==> src/rtl/daccess_bridge.sv <==
// daccess_bridge: bridges the core's single-cycle data access requests onto a
// request/grant, variable-latency memory bus and returns one completion pulse
// per access.
//
// Optional feature: define DACCESS_TIMEOUT_EN to abort accesses stuck in
// CMD+WAIT for TIMEOUT_CYCLES cycles (sticky bus_err, 32'hDEAD_BEEF read data).
//
// Ports:
//   cpu_clk, cpu_rstn        clock, asynchronous active-low reset
//   daccess_ren/addr/wen/wdata   core request (sampled in IDLE only)
//   daccess_valid/rdata/wresp    core completion (read pulse, data, write pulse)
//   bus_req/we/addr/wdata        bus command, held until bus_gnt
//   bus_gnt/rvalid/rdata/bvalid  bus grant and completion
//   bus_err                      sticky abort flag (0 without the timeout)
module daccess_bridge #(
    parameter int unsigned TIMEOUT_CYCLES = 255
) (
    input  logic        cpu_clk,
    input  logic        cpu_rstn,
    input  logic [3:0]  daccess_ren,
    input  logic [31:0] daccess_addr,
    input  logic [3:0]  daccess_wen,
    input  logic [31:0] daccess_wdata,
    output logic        daccess_valid,
    output logic [31:0] daccess_rdata,
    output logic        daccess_wresp,
    output logic        bus_req,
    output logic [3:0]  bus_we,
    output logic [31:0] bus_addr,
    output logic [31:0] bus_wdata,
    input  logic        bus_gnt,
    input  logic        bus_rvalid,
    input  logic [31:0] bus_rdata,
    input  logic        bus_bvalid,
    output logic        bus_err
);

    localparam int unsigned DW = 32;
    localparam int unsigned AW = 30;

    if (TIMEOUT_CYCLES < 1 || TIMEOUT_CYCLES > 65535) begin : g_bad_timeout
        $error("daccess_bridge: TIMEOUT_CYCLES must be in 1..65535");
    end

    typedef enum logic [1:0] {
        ST_IDLE = 2'd0,
        ST_CMD  = 2'd1,
        ST_WAIT = 2'd2,
        ST_RESP = 2'd3
    } state_e;

    state_e          state_q, state_d;
    logic            is_write_q, is_write_d;
    logic [AW-1:0]   addr_q, addr_d;
    logic [3:0]      we_q, we_d;
    logic [DW-1:0]   wdata_q, wdata_d;
    logic [DW-1:0]   rdata_q, rdata_d;

    logic            req_c;
    logic            done_c;
    logic            abort_c;
    logic [1:0]      unused_addr_lsb;

    // Word-aligned bus: the byte offset is handled by the core.
    assign unused_addr_lsb = daccess_addr[1:0];

    assign req_c  = (|daccess_ren) | (|daccess_wen);
    assign done_c = (state_q == ST_WAIT) && (is_write_q ? bus_bvalid : bus_rvalid);

`ifdef DACCESS_TIMEOUT_EN
    localparam logic [15:0] TMO_LAST = 16'(TIMEOUT_CYCLES - 1);

    logic [15:0] cnt_q, cnt_d;
    logic        err_q, err_d;
    logic        busy_c;

    assign busy_c  = (state_q == ST_CMD) || (state_q == ST_WAIT);
    // A completion landing on the timeout cycle is a normal completion.
    assign abort_c = busy_c && (cnt_q == TMO_LAST) && !done_c;

    // Cycle counter for CMD+WAIT and the sticky error flag.
    always_comb begin
        cnt_d = cnt_q;
        err_d = err_q | abort_c;
        if (state_q == ST_IDLE) begin
            cnt_d = '0;
        end else if (busy_c) begin
            cnt_d = cnt_q + 16'd1;
        end
    end

    always_ff @(posedge cpu_clk or negedge cpu_rstn) begin
        if (!cpu_rstn) begin
            cnt_q <= '0;
            err_q <= 1'b0;
        end else begin
            cnt_q <= cnt_d;
            err_q <= err_d;
        end
    end

    assign bus_err = err_q;
`else
    assign abort_c = 1'b0;
    assign bus_err = 1'b0;
`endif

    // State register.
    always_ff @(posedge cpu_clk or negedge cpu_rstn) begin
        if (!cpu_rstn) begin
            state_q <= ST_IDLE;
        end else begin
            state_q <= state_d;
        end
    end

    // Next-state and command/response capture.
    always_comb begin
        state_d    = state_q;
        is_write_d = is_write_q;
        addr_d     = addr_q;
        we_d       = we_q;
        wdata_d    = wdata_q;
        rdata_d    = rdata_q;

        unique case (state_q)
            ST_IDLE: begin
                if (req_c) begin
                    // A write strobe takes priority; a concurrent read is dropped.
                    is_write_d = |daccess_wen;
                    addr_d     = daccess_addr[31:2];
                    we_d       = daccess_wen;
                    wdata_d    = daccess_wdata;
                    state_d    = ST_CMD;
                end
            end
            ST_CMD: begin
                if (abort_c) begin
                    state_d = ST_RESP;
                end else if (bus_gnt) begin
                    state_d = ST_WAIT;
                end
            end
            ST_WAIT: begin
                if (done_c) begin
                    if (!is_write_q) begin
                        rdata_d = bus_rdata;
                    end
                    state_d = ST_RESP;
                end else if (abort_c) begin
                    state_d = ST_RESP;
                end
            end
            ST_RESP: begin
                state_d = ST_IDLE;
            end
            default: begin
                state_d = ST_IDLE;
            end
        endcase

        if (abort_c && !is_write_q) begin
            rdata_d = 32'hDEAD_BEEF;
        end
    end

    // Latched command and returned read data.
    always_ff @(posedge cpu_clk or negedge cpu_rstn) begin
        if (!cpu_rstn) begin
            is_write_q <= 1'b0;
            addr_q     <= '0;
            we_q       <= '0;
            wdata_q    <= '0;
            rdata_q    <= '0;
        end else begin
            is_write_q <= is_write_d;
            addr_q     <= addr_d;
            we_q       <= we_d;
            wdata_q    <= wdata_d;
            rdata_q    <= rdata_d;
        end
    end

    // Outputs come from registers and state only.
    assign bus_req       = (state_q == ST_CMD);
    assign bus_we        = we_q;
    assign bus_addr      = {addr_q, 2'b00};
    assign bus_wdata     = wdata_q;
    assign daccess_rdata = rdata_q;
    assign daccess_valid = (state_q == ST_RESP) && !is_write_q;
    assign daccess_wresp = (state_q == ST_RESP) && is_write_q;

endmodule

==> config.mk <==
export PLATFORM = sky130hd
export DESIGN_NAME = daccess_bridge
export DESIGN_NICKNAME = d
export VERILOG_FILES = /design/src/rtl/daccess_bridge.sv
export SDC_FILE = /design/constraint.sdc
export NUM_CORES = 1
export LEC_CHECK = 0
export ABC_AREA = 1
export CORE_ASPECT_RATIO = 0.6
export CORE_MARGIN = 8
export CORE_UTILIZATION = 43
export DETAILED_ROUTE_END_ITERATION = 16
export GPL_ROUTABILITY_DRIVEN = 0
export PLACE_DENSITY_LB_ADDON = 0.25
export REMOVE_ABC_BUFFERS = 1
export SLEW_MARGIN = 5
export SYNTH_ARGS = -nofsm -noshare
export SYNTH_HDL_FRONTEND = slang
export SYNTH_SLANG_ARGS = --single-unit
==> constraint.sdc <==
create_clock -name cpu_clk -period 2.8 [get_ports cpu_clk]
set_input_delay 0.84 -clock cpu_clk [delete_from_list [all_inputs] [get_ports cpu_clk]]
set_output_delay 0.84 -clock cpu_clk [all_outputs]
set_load 0.03 [all_outputs]
==> summary.md, run 1 <==
| Metric | Value |
|---|---|
| Cell Area, Placed | 0.00625 sq mm |
| Site Rows | 27 |
| Die extent in y | approximately 91 um |
| Simple-gate share of the synthesized area | 8.74% |
| Drt first pass iters | 4 |
| Synth Instances | 392 |
| Slew @ Worst Pin | roughly 0.5 ns |
| CP max stage cell | clkdlybuf4s50_1 |
| Netlist Area Pre-Place | 0.00408 sq mm |
| CP Max Fanout | 4 |
| Static Leak | 3.09 nW |
| Multiplexer share of the synthesized area | 8.83% |
| H-tree level count | 3 |
| Final Cycle Share | 93.1% |
| Status | complete, no violations |
| Sequential Power Share | slightly above 30% |
| Final Hold Fails | 0 |
| Nature of the critical path startpoint | flop |
| CP top delay family | buffers and inverters |
| Arr. time, crit path | around 1.8 ns |
| First-pass GRT wire length | 18.0 mm |
| Hold_ws | around 0.46 ns |
| Clock tree sinks | 101 |
| I/O Pins | 213 |
| Reg clk slew, reported paths | roughly 0.070 ns |
| Synth top area share | about three fifths |
| Detailed-route via count | 3,264 |
| Power density over the cells | about 1300 mW/mm^2 |
| # nets final | ~700 |
| Critical path capture point type | output pin |
| Worst path bufs/invs | 2 |
| Layout cells sized above 1 | 8.97% |
| Post-DRT Antenna Nets | 0 |
| Antenna violations before repair | 0 |
| Max-slew violation count | 0 |
| Largest net degree at the start of global routing | a little over 80 |
| Post-synthesis xor/xnor area fraction | 0% |
| WL final | around 11 mm |
| Die Footprint | 0.0130 sq mm |
| Synth Area in Compound Gates | 8.49% |
| Port buffer count | 207 |
| Gr ovfl total | 0 |
| Clock network fraction of total power | 14.7% |
| Initial drt markers | approximately 150 |
| ANT cells | 0 |
| Die W | ~140 um |
| Number of global-route vias before repair | 3,374 |
| Post-CTS resize count | 0 |
| MaxCap Viol Count | 0 |
| Initial core utilization | between 40% and 50% |
| Worst skew pair latency | 0.34 ns |
| Area Overhead vs Synth | 60.3% |
| Hold Path Class | primary input to async pin |
| TritonCTS Buffers | 9 |
| Combinational Power Share | ~54% |
| Root Buffer | clkbuf_16 |
| Post-CTS Setup Bufs | 0 |
| Crit-path cells | inv_1, ha_1, clkdlybuf4s50_1 |
| Critical path class | flop to output pin |
| Sw Ratio | between 40% and 50% |
| CP required | 1.96 ns |
| WL/cell | 15.6 um |
| CP max stage delay | around 0.70 ns |
| GRT Overall Usage | 17.6% |
| Peak VDD IR | 0.651 mV |
| Sequential-to-total area share from yosys stat | 61.9% |
| Max clock buf depth | 2 |
| Tmin final | approximately 2.6 ns |
| Slew HR | 65.7% |
| Via/cell ratio | 4.46 |
| Largest family of logic cells by synthesized area | buffers and inverters |
| NetSw | 3.54 mW |
| Yosys Warn Count | 0 |
| Synth cell types | 17 |
| FMAX | 0.383 GHz |
| # DRC | 0 |
| Synthesized flop and latch total | slightly above 100 |
| Core ar. | 0.00919 sq mm |
| Average cell area after synthesis | 10.4 sq um |
| Dpl hpwl | 8.91 mm |
| Hold buffer count at cts | 0 |
| Setup Skew | 0.00620 ns |
| Final setup violating endpoints | 0 |
| RSZ-0062 raised after global routing | no |
| R2R setup slack | approximately 1.1 ns |
| Adder-cell share of the synthesized area | 1.53% |
| Synth area leader | dfrtp_1 |
| Area contributors post-synth | dfrtp_1 62%, mux2_2 8.8%, nand2_1 7.5% |
| CTS tree | built |
| Finished Cell Area | 0.00654 sq mm |
| Int Pwr | 4.79 mW |
==> logic make-up after synthesis <==
group                      count (synthesis)
AOI/OAI and AO/OA                         67
adders and majority gates                  5
buffers and inverters                     93
DFF                                      101
muxes                                     32
other                                      1
and+or+nand+nor                           93
==> final timing paths <==
| check | startpoint | to | cells after the start |
|---|---|---|---|
| setup / recovery | state_q[1] | bus_req | 3 |
| hold / removal | cpu_rstn | bus_wdata[0] | 1 |
| setup reg to reg | state_q[0] | daccess_rdata[4] | 5 |
| hold reg to reg | bus_wdata[6] | bus_wdata[6] | 2 |
| max in group asynchronous | cpu_rstn | addr_q[25] | 2 |
| min in group cpu_clk | bus_wdata[6] | bus_wdata[6] | 2 |
==> cell type report <==
cell class                 instances  area (sq um)
clock buffer                      11           233
clock inverter                     5          61.3
fill                             710          2650
inverter                          73           274
multi-input combinational        200          1140
sequential                       101          2530
tap                              130           163
timing repair buffer             212          2140
==> layout by cell type (no fill, tap or decap), drive strengths merged <==
master	synthesis	routed
bufinv	0	1
clkinvlp	0	3
ha	5	5
o21ai	67	67
inv	73	73
buf	15	6
clkbuf	5	11
conb	1	3
clkdlybuf4s50	0	206
nor2	6	6
nand2	82	82
dfrtp	101	101
clkinv	0	1
nand3	4	4
mux2	32	32
or2	1	1
==> flip-flops by register name (all words and copies together) (netlist names) <==
| name | cells |
|---|---|
| state_q | 2 |
| daccess_rdata | 32 |
| bus_wdata | 32 |
| bus_we | 4 |
| addr_q | 30 |
| is_write_q | 1 |
==> power groups by stage <==
stage               Combinational, mW  Clock [mW]  Sequential, mW
floorplan                        1.11           0            3.98
global placement                 4.49           0            2.56
detailed placement               4.58           0            2.61
CTS                              4.59        1.26            2.59
global route                     4.84        1.31            2.68
finish                           4.52        1.22            2.58
==> cells in the mapped netlist <==
cell type / n
dfrtp_1: 101
nand2_1: 82
inv_1: 73
o21ai_0: 40
mux2_2: 32
o21ai_1: 26
buf_6: 7
nor2_1: 6
ha_1: 5
buf_2: 4
buf_4: 4
clkbuf_1: 4
nand3_1: 4
clkbuf_2: 1
conb_1: 1
o21ai_4: 1
or2_2: 1
==> through the flow <==
step	power (mW)	util, %	std cells	setup WS (ns)	TNS, ns
final	8.33	71.2	732	0.192	0
after global routing	8.84	71.2	732	0.0691	0
after CTS	8.45	71.2	732	0.182	0
after detailed placement	7.19	68.0	716	0.394	0
after global placement	7.05	68.0	716	0.453	0
after floorplan	5.09	-	374	-0.0790	-3.66
==> per-layer routing <==
metal	wire length, um	track usage [%]	up-vias	part of all wire [%]
met5	0	0	-	0
met4	119	4.62	0	1.0
met3	1520	9.93	12	13
met2	5240	28.9	156	46
met1	4540	19.5	1486	40
li1	-	-	1610	-
Note: power is estimated with default switching activity, not from simulation.
==> inputs of run 2 (changes only) <==
--- a/config.mk
+++ b/config.mk
@@ -8,9 +8,11 @@
 export ABC_AREA = 1
 export CORE_ASPECT_RATIO = 0.6
 export CORE_MARGIN = 8
-export CORE_UTILIZATION = 43
+export CORE_UTILIZATION = 35
 export DETAILED_ROUTE_END_ITERATION = 16
 export GPL_ROUTABILITY_DRIVEN = 0
+export GPL_TIMING_DRIVEN = 0
+export MAX_ROUTING_LAYER = met4
 export PLACE_DENSITY_LB_ADDON = 0.25
 export REMOVE_ABC_BUFFERS = 1
 export SLEW_MARGIN = 5
==> summary.md, run 2 (same netlist as run 1, synthesis figures left out) <==
| Metric | Value |
|---|---|
| R2R setup slack | ~0.7 ns |
| Max clock buf depth | 2 |
| Area Overhead vs Synth | 62.0% |
| MaxCap Viol Count | 0 |
| Layout cells sized above 1 | 8.99% |
| ANT cells | 0 |
| RSZ-0062 raised after global routing | no |
| Post-CTS resize count | 0 |
| Initial core utilization | about 36% |
| Detailed-route via count | 3,237 |
| Die Footprint | approximately 0.015 sq mm |
| CP Max Fanout | 4 |
| Cell Area, Placed | 0.00632 sq mm |
| Status | complete, no violations |
| GRT Overall Usage | between 10% and 20% |
| Worst hold start | bus_wdata[6] |
| Drt first pass iters | 5 |
| FF-to-FF End | daccess_rdata[30] |
| FMAX | 0.383 GHz |
| Worst skew pair latency | 0.33 ns |
| Root Buffer | clkbuf_16 |
| Gr ovfl total | 0 |
| Nature of the critical path startpoint | flop |
| Slew HR | 43.7% |
| Die W | 155 um |
| Worst path bufs/invs | 2 |
| Most frequent cells in the layout | 206 x clkdlybuf4s50_1, 101 x dfrtp_1, 82 x nand2_1 |
| Via/cell ratio | between 4 and 5 |
| CP required | 1.96 ns |
| Final Cycle Share | 93.4% |
| Initial drt markers | 105 |
| I/O Pins | 213 |
| Largest net degree at the start of global routing | 60 |
| Total chip power | 8.39 mW |
| Post-Place Cells | 745 |
| # DRC | 0 |
| Critical path class | flop to output pin |
| CP max stage cell | clkdlybuf4s50_1 |
| Clock tree sinks | 101 |
| Arr. time, crit path | 1.77 ns |
| Reg clk slew, reported paths | ~0.070 ns |
| CP top delay family | buffers and inverters |
| Max-slew violation count | 0 |
| Crit-path cells | inv_1, ha_1, clkdlybuf4s50_1 |
| # nets final | around 700 |
| Setup Skew | 0.00754 ns |
| Commonest non-fill, non-tap cell in the layout | clkdlybuf4s50_1 |
| Peak VDD IR | 0.554 mV |
| Critical path capture point type | output pin |
| TritonCTS Buffers | 9 |
| Power density over the cells | between 1000 and 1500 mW/mm^2 |
| Origin of the critical flop-to-flop path | state_q[0] |
| Hold_ws | just under 0.5 ns |
| Finished Layout Cells | about 760 |
| H-tree level count | 3 |
| Post-CTS Setup Bufs | 0 |
| First-pass GRT wire length | 18.0 mm |
| Register-to-Register Path Depth | 4 |
| Dpl hpwl | between 8 and 9 mm |
| Static Leak | 3.10 nW |
| WL final | 11.3 mm |
| CTS tree | built |
| Hold buffer count at cts | 0 |
| Core ar. | between 0.01 and 0.015 sq mm |
| Die extent in y | between 90 and 100 um |
| Port buffer count | 207 |
| CP max stage delay | about 0.70 ns |
| Site Rows | 30 |
| Number of global-route vias before repair | 3,383 |
| Worst Hold Depth | 2 |
| Tmin final | 2.61 ns |
| Final setup violating endpoints | 0 |
| WL/cell | about 15 um |
| Antenna violations before repair | 0 |
| Post-DRT Antenna Nets | 0 |
| Finished Cell Area | 0.00661 sq mm |
| Slew @ Worst Pin | 0.841 ns |
| Min-Delay Endpoint | bus_wdata[6] |
| Final Hold Fails | 0 |
| Hold Path Class | flop to flop |
## run 2: cell count changes in the layout (fill, tap and decap cells not counted)
cell	change
nand3_2	+1
nand3_1	-1
buf_4	-2
buf_12	-2
buf_16	+3
## run 2: area by class of cell
cell class                      count  area (sq um)
Fill cell                         971          4730
Sequential cell                   101          2530
Timing Repair Buffer              211          2170
Multi-Input combinational cell    200          1140
Inverter                           73           274
Clock buffer                       11           233
Tap cell                          160           200
Clock inverter                      5          61.3
## run 2: stage by stage
step | utilization (%) | setup slack, ns | setup TNS, ns
6_report | 58.3 | 0.186 | 0
5_1_grt | 58.3 | 0.0805 | 0
4_1_cts | 58.3 | 0.170 | 0
3_5_place_dp | 55.7 | -0.107 | -1.26
3_3_place_gp | 54.8 | -3.02 | -394.79
2_1_floorplan | - | -0.0790 | -3.66
## run 2: worst register-to-register path, stage by stage (launching register included)
cell	delay (ns)
dfrtp_1	0.42
inv_1	0.13
ha_1	0.22
nand3_2	0.66
mux2_2	0.56
## run 2: worst max path at each step
stage,start,to,slack (ns),depth (start not counted)
CTS,state_q[1],bus_req,0.17,3
global route,daccess_wen[1],bus_wdata[22],0.08,8
floorplan,daccess_wen[3],addr_q[10],-0.08,4
detailed placement,daccess_wen[3],bus_wdata[22],-0.11,7
finish,state_q[1],bus_req,0.19,3
global placement,cpu_rstn,bus_wdata[10],-3.02,1
## run 2: power by group
part	leakage [nW]	internal, mW	total (mW)	switching [mW]
clock network	0.132	0.695	1.22	0.526
logic	1.73	1.95	4.58	2.63
registers	1.23	2.20	2.58	0.386
## run 2: routing by layer
layer  up-vias  wire (um)  global-route usage [%]  share of wire [%]
li1       1614          -                       -                  -
met1      1483       5170                    18.7                 46
met2       132       5100                    23.3                 45
met3         8       1000                    5.50                8.8
met4         0         75                    3.12               0.66
met5         -          0                       -                  0
==> inputs of run 3 (changes only) <==
--- a/config.mk
+++ b/config.mk
@@ -7,7 +7,6 @@
 export LEC_CHECK = 0
 export ABC_AREA = 1
 export CORE_ASPECT_RATIO = 0.6
-export CORE_MARGIN = 8
 export CORE_UTILIZATION = 35
 export DETAILED_ROUTE_END_ITERATION = 16
 export GPL_ROUTABILITY_DRIVEN = 0
==> summary.md, run 3 (same netlist as run 1, synthesis figures left out) <==
| Metric | Value |
|---|---|
| Arr. time, crit path | 1.80 ns |
| Worst Hold Depth | 2 |
| Hold buffer count at cts | 0 |
| Post-DRT Antenna Nets | 0 |
| # nets final | roughly 710 |
| Root Buffer | clkbuf_16 |
| Critical path class | flop to output pin |
| Largest net degree at the start of global routing | 53 |
| Max clock buf depth | 2 |
| # DRC | 0 |
| Tmin final | 2.64 ns |
| Reg clk slew, reported paths | 0.06 ns |
| Core ar. | 0.0113 sq mm |
| Status | complete, no violations |
| ANT cells | 0 |
| Final setup violating endpoints | 0 |
| Layout cells sized above 1 | 9.47% |
| Final Hold Fails | 0 |
| Die W | 141 um |
| Cell Area, Placed | 0.00632 sq mm |
| CP Max Fanout | 4 |
| Nature of the critical path startpoint | flop |
| Port buffer count | approximately 210 |
| Setup Skew | 0.00638 ns |
| Detailed-route via count | 3,273 |
| Max-slew violation count | 0 |
| Hold_ws | 0.487 ns |
| Worst hold start | bus_wdata[12] |
| Initial drt markers | 118 |
| Peak VDD IR | 0.537 mV |
| Finished Cell Area | 0.00666 sq mm |
| Origin of the critical flop-to-flop path | state_q[0] |
| FMAX | 0.379 GHz |
| Final Util | 58.7% |
| Site Rows | 30 |
| Gr ovfl total | 0 |
| Area Overhead vs Synth | 63.1% |
| I/O Pins | 213 |
| Die extent in y | 85.6 um |
| WL/cell | 13.2 um |
| Total chip power | 8.50 mW |
| Slew @ Worst Pin | around 0.8 ns |
| Commonest non-fill, non-tap cell in the layout | clkdlybuf4s50_1 |
| TritonCTS Buffers | 9 |
| Most frequent cells in the layout | 206 x clkdlybuf4s50_1, 101 x dfrtp_1, 82 x nand2_1 |
| Antenna violations before repair | 0 |
| Via/cell ratio | 4.30 |
| Critical path capture point type | output pin |
| First-pass GRT wire length | 15.7 mm |
| Static Leak | 3.13 nW |
| Stages on the worst setup path | 4 |
| Slew HR | 45.5% |
| Finished Layout Cells | around 760 |
| CP required | 1.96 ns |
| CP top delay family | buffers and inverters |
| Die Footprint | 0.0121 sq mm |
| Crit-path cells | ha_1, inv_1, nor2_1, clkdlybuf4s50_1 |
| Register-to-Register Path Depth | 4 |
| Final Cycle Share | 94.3% |
| RSZ-0062 raised after global routing | no |
| MaxCap Viol Count | 0 |
| Power density over the cells | 1280 mW/mm^2 |
| Number of global-route vias before repair | 3,187 |
| CP max stage delay | 0.68 ns |
| R2R setup slack | 0.67 ns |
| Worst path bufs/invs | 2 |
| CTS tree | built |
| Drt first pass iters | 4 |
| Seq. cell area | around 0.0025 sq mm |
| Fillers | 959 |
| Clock tree sinks | approximately 100 |
| Footprint of the multi-input gates | 0.00115 sq mm |
| Post-Place Cells | 745 |
| H-tree level count | 3 |
| Crit path from | state_q[0] |
| Hold Path Class | flop to flop |
| CP max stage cell | clkdlybuf4s50_1 |
| Initial core utilization | 36.0% |
| Worst skew pair latency | 0.33 ns |
| WL final | between 10 and 15 mm |
| GRT Overall Usage | 17.2% |
| Dpl hpwl | 7.36 mm |
run 3: cell types whose count changed in the layout (fill, tap and decap cells not counted), sizes merged:
cell | previous run | this run
buf | 5 | 6
bufinv | 1 | 2
clkbuf | 11 | 10
clkinv | 1 | 2
clkinvlp | 3 | 1
o21ai | 67 | 68
run 3: path summary, 6_finish.rpt:
check / to
max reg2reg: daccess_rdata[1]
min in group asynchronous: addr_q[28]
min reg2reg: bus_wdata[12]
max: daccess_valid
max in group asynchronous: state_q[1]
min: bus_wdata[12]
run 3: cell type report:
| class | count | area share (%) |
|---|---|---|
| timing repair buffer | 212 | 32.7 |
| sequential | 101 | 38.0 |
| clock inverter | 5 | 1.28 |
| clock buffer | 10 | 3.59 |
| tap | 160 | 3.01 |
| inverter | 73 | 4.12 |
| multi-input combinational | 201 | 17.3 |
run 3: through the flow:
step	setup WS, ns	setup TNS, ns
2_1_floorplan	-0.0790	-3.66
3_3_place_gp	-2.90	-381.00
3_5_place_dp	-0.343	-7.25
4_1_cts	0.0126	0
5_1_grt	0.0907	0
6_report	0.159	0
run 3: what timing repair did:
| item | 4_1_cts | 5_1_grt |
|---|---|---|
| endpoints found under the setup margin | 0 | 18 |
| resized for setup | 0 | 0 |
| buffers inserted | 0 | 1 |
run 3: where the power goes:
part / total [mW] / switching [mW] / internal, mW / leakage [nW]
logic: 4.58 / 2.62 / 1.97 / 1.74
registers: 2.59 / 0.389 / 2.20 / 1.23
clock network: 1.33 / 0.527 / 0.806 / 0.155
run 3: per-layer routing:
layer  up-vias  part of all wire (%)  global-route usage, %
li1       1616                     -                      -
met2       141                    44                   26.4
met4         0                  0.51                   3.81
met5         -                     0                      -
met1      1510                    48                   22.6
met3         6                   7.9                   5.03
run 3: tightest hold or removal path, stage by stage (launching register included):
cell,delay [ns]
dfrtp_1,0.35
nand2_1,0.05
o21ai_0,0.06
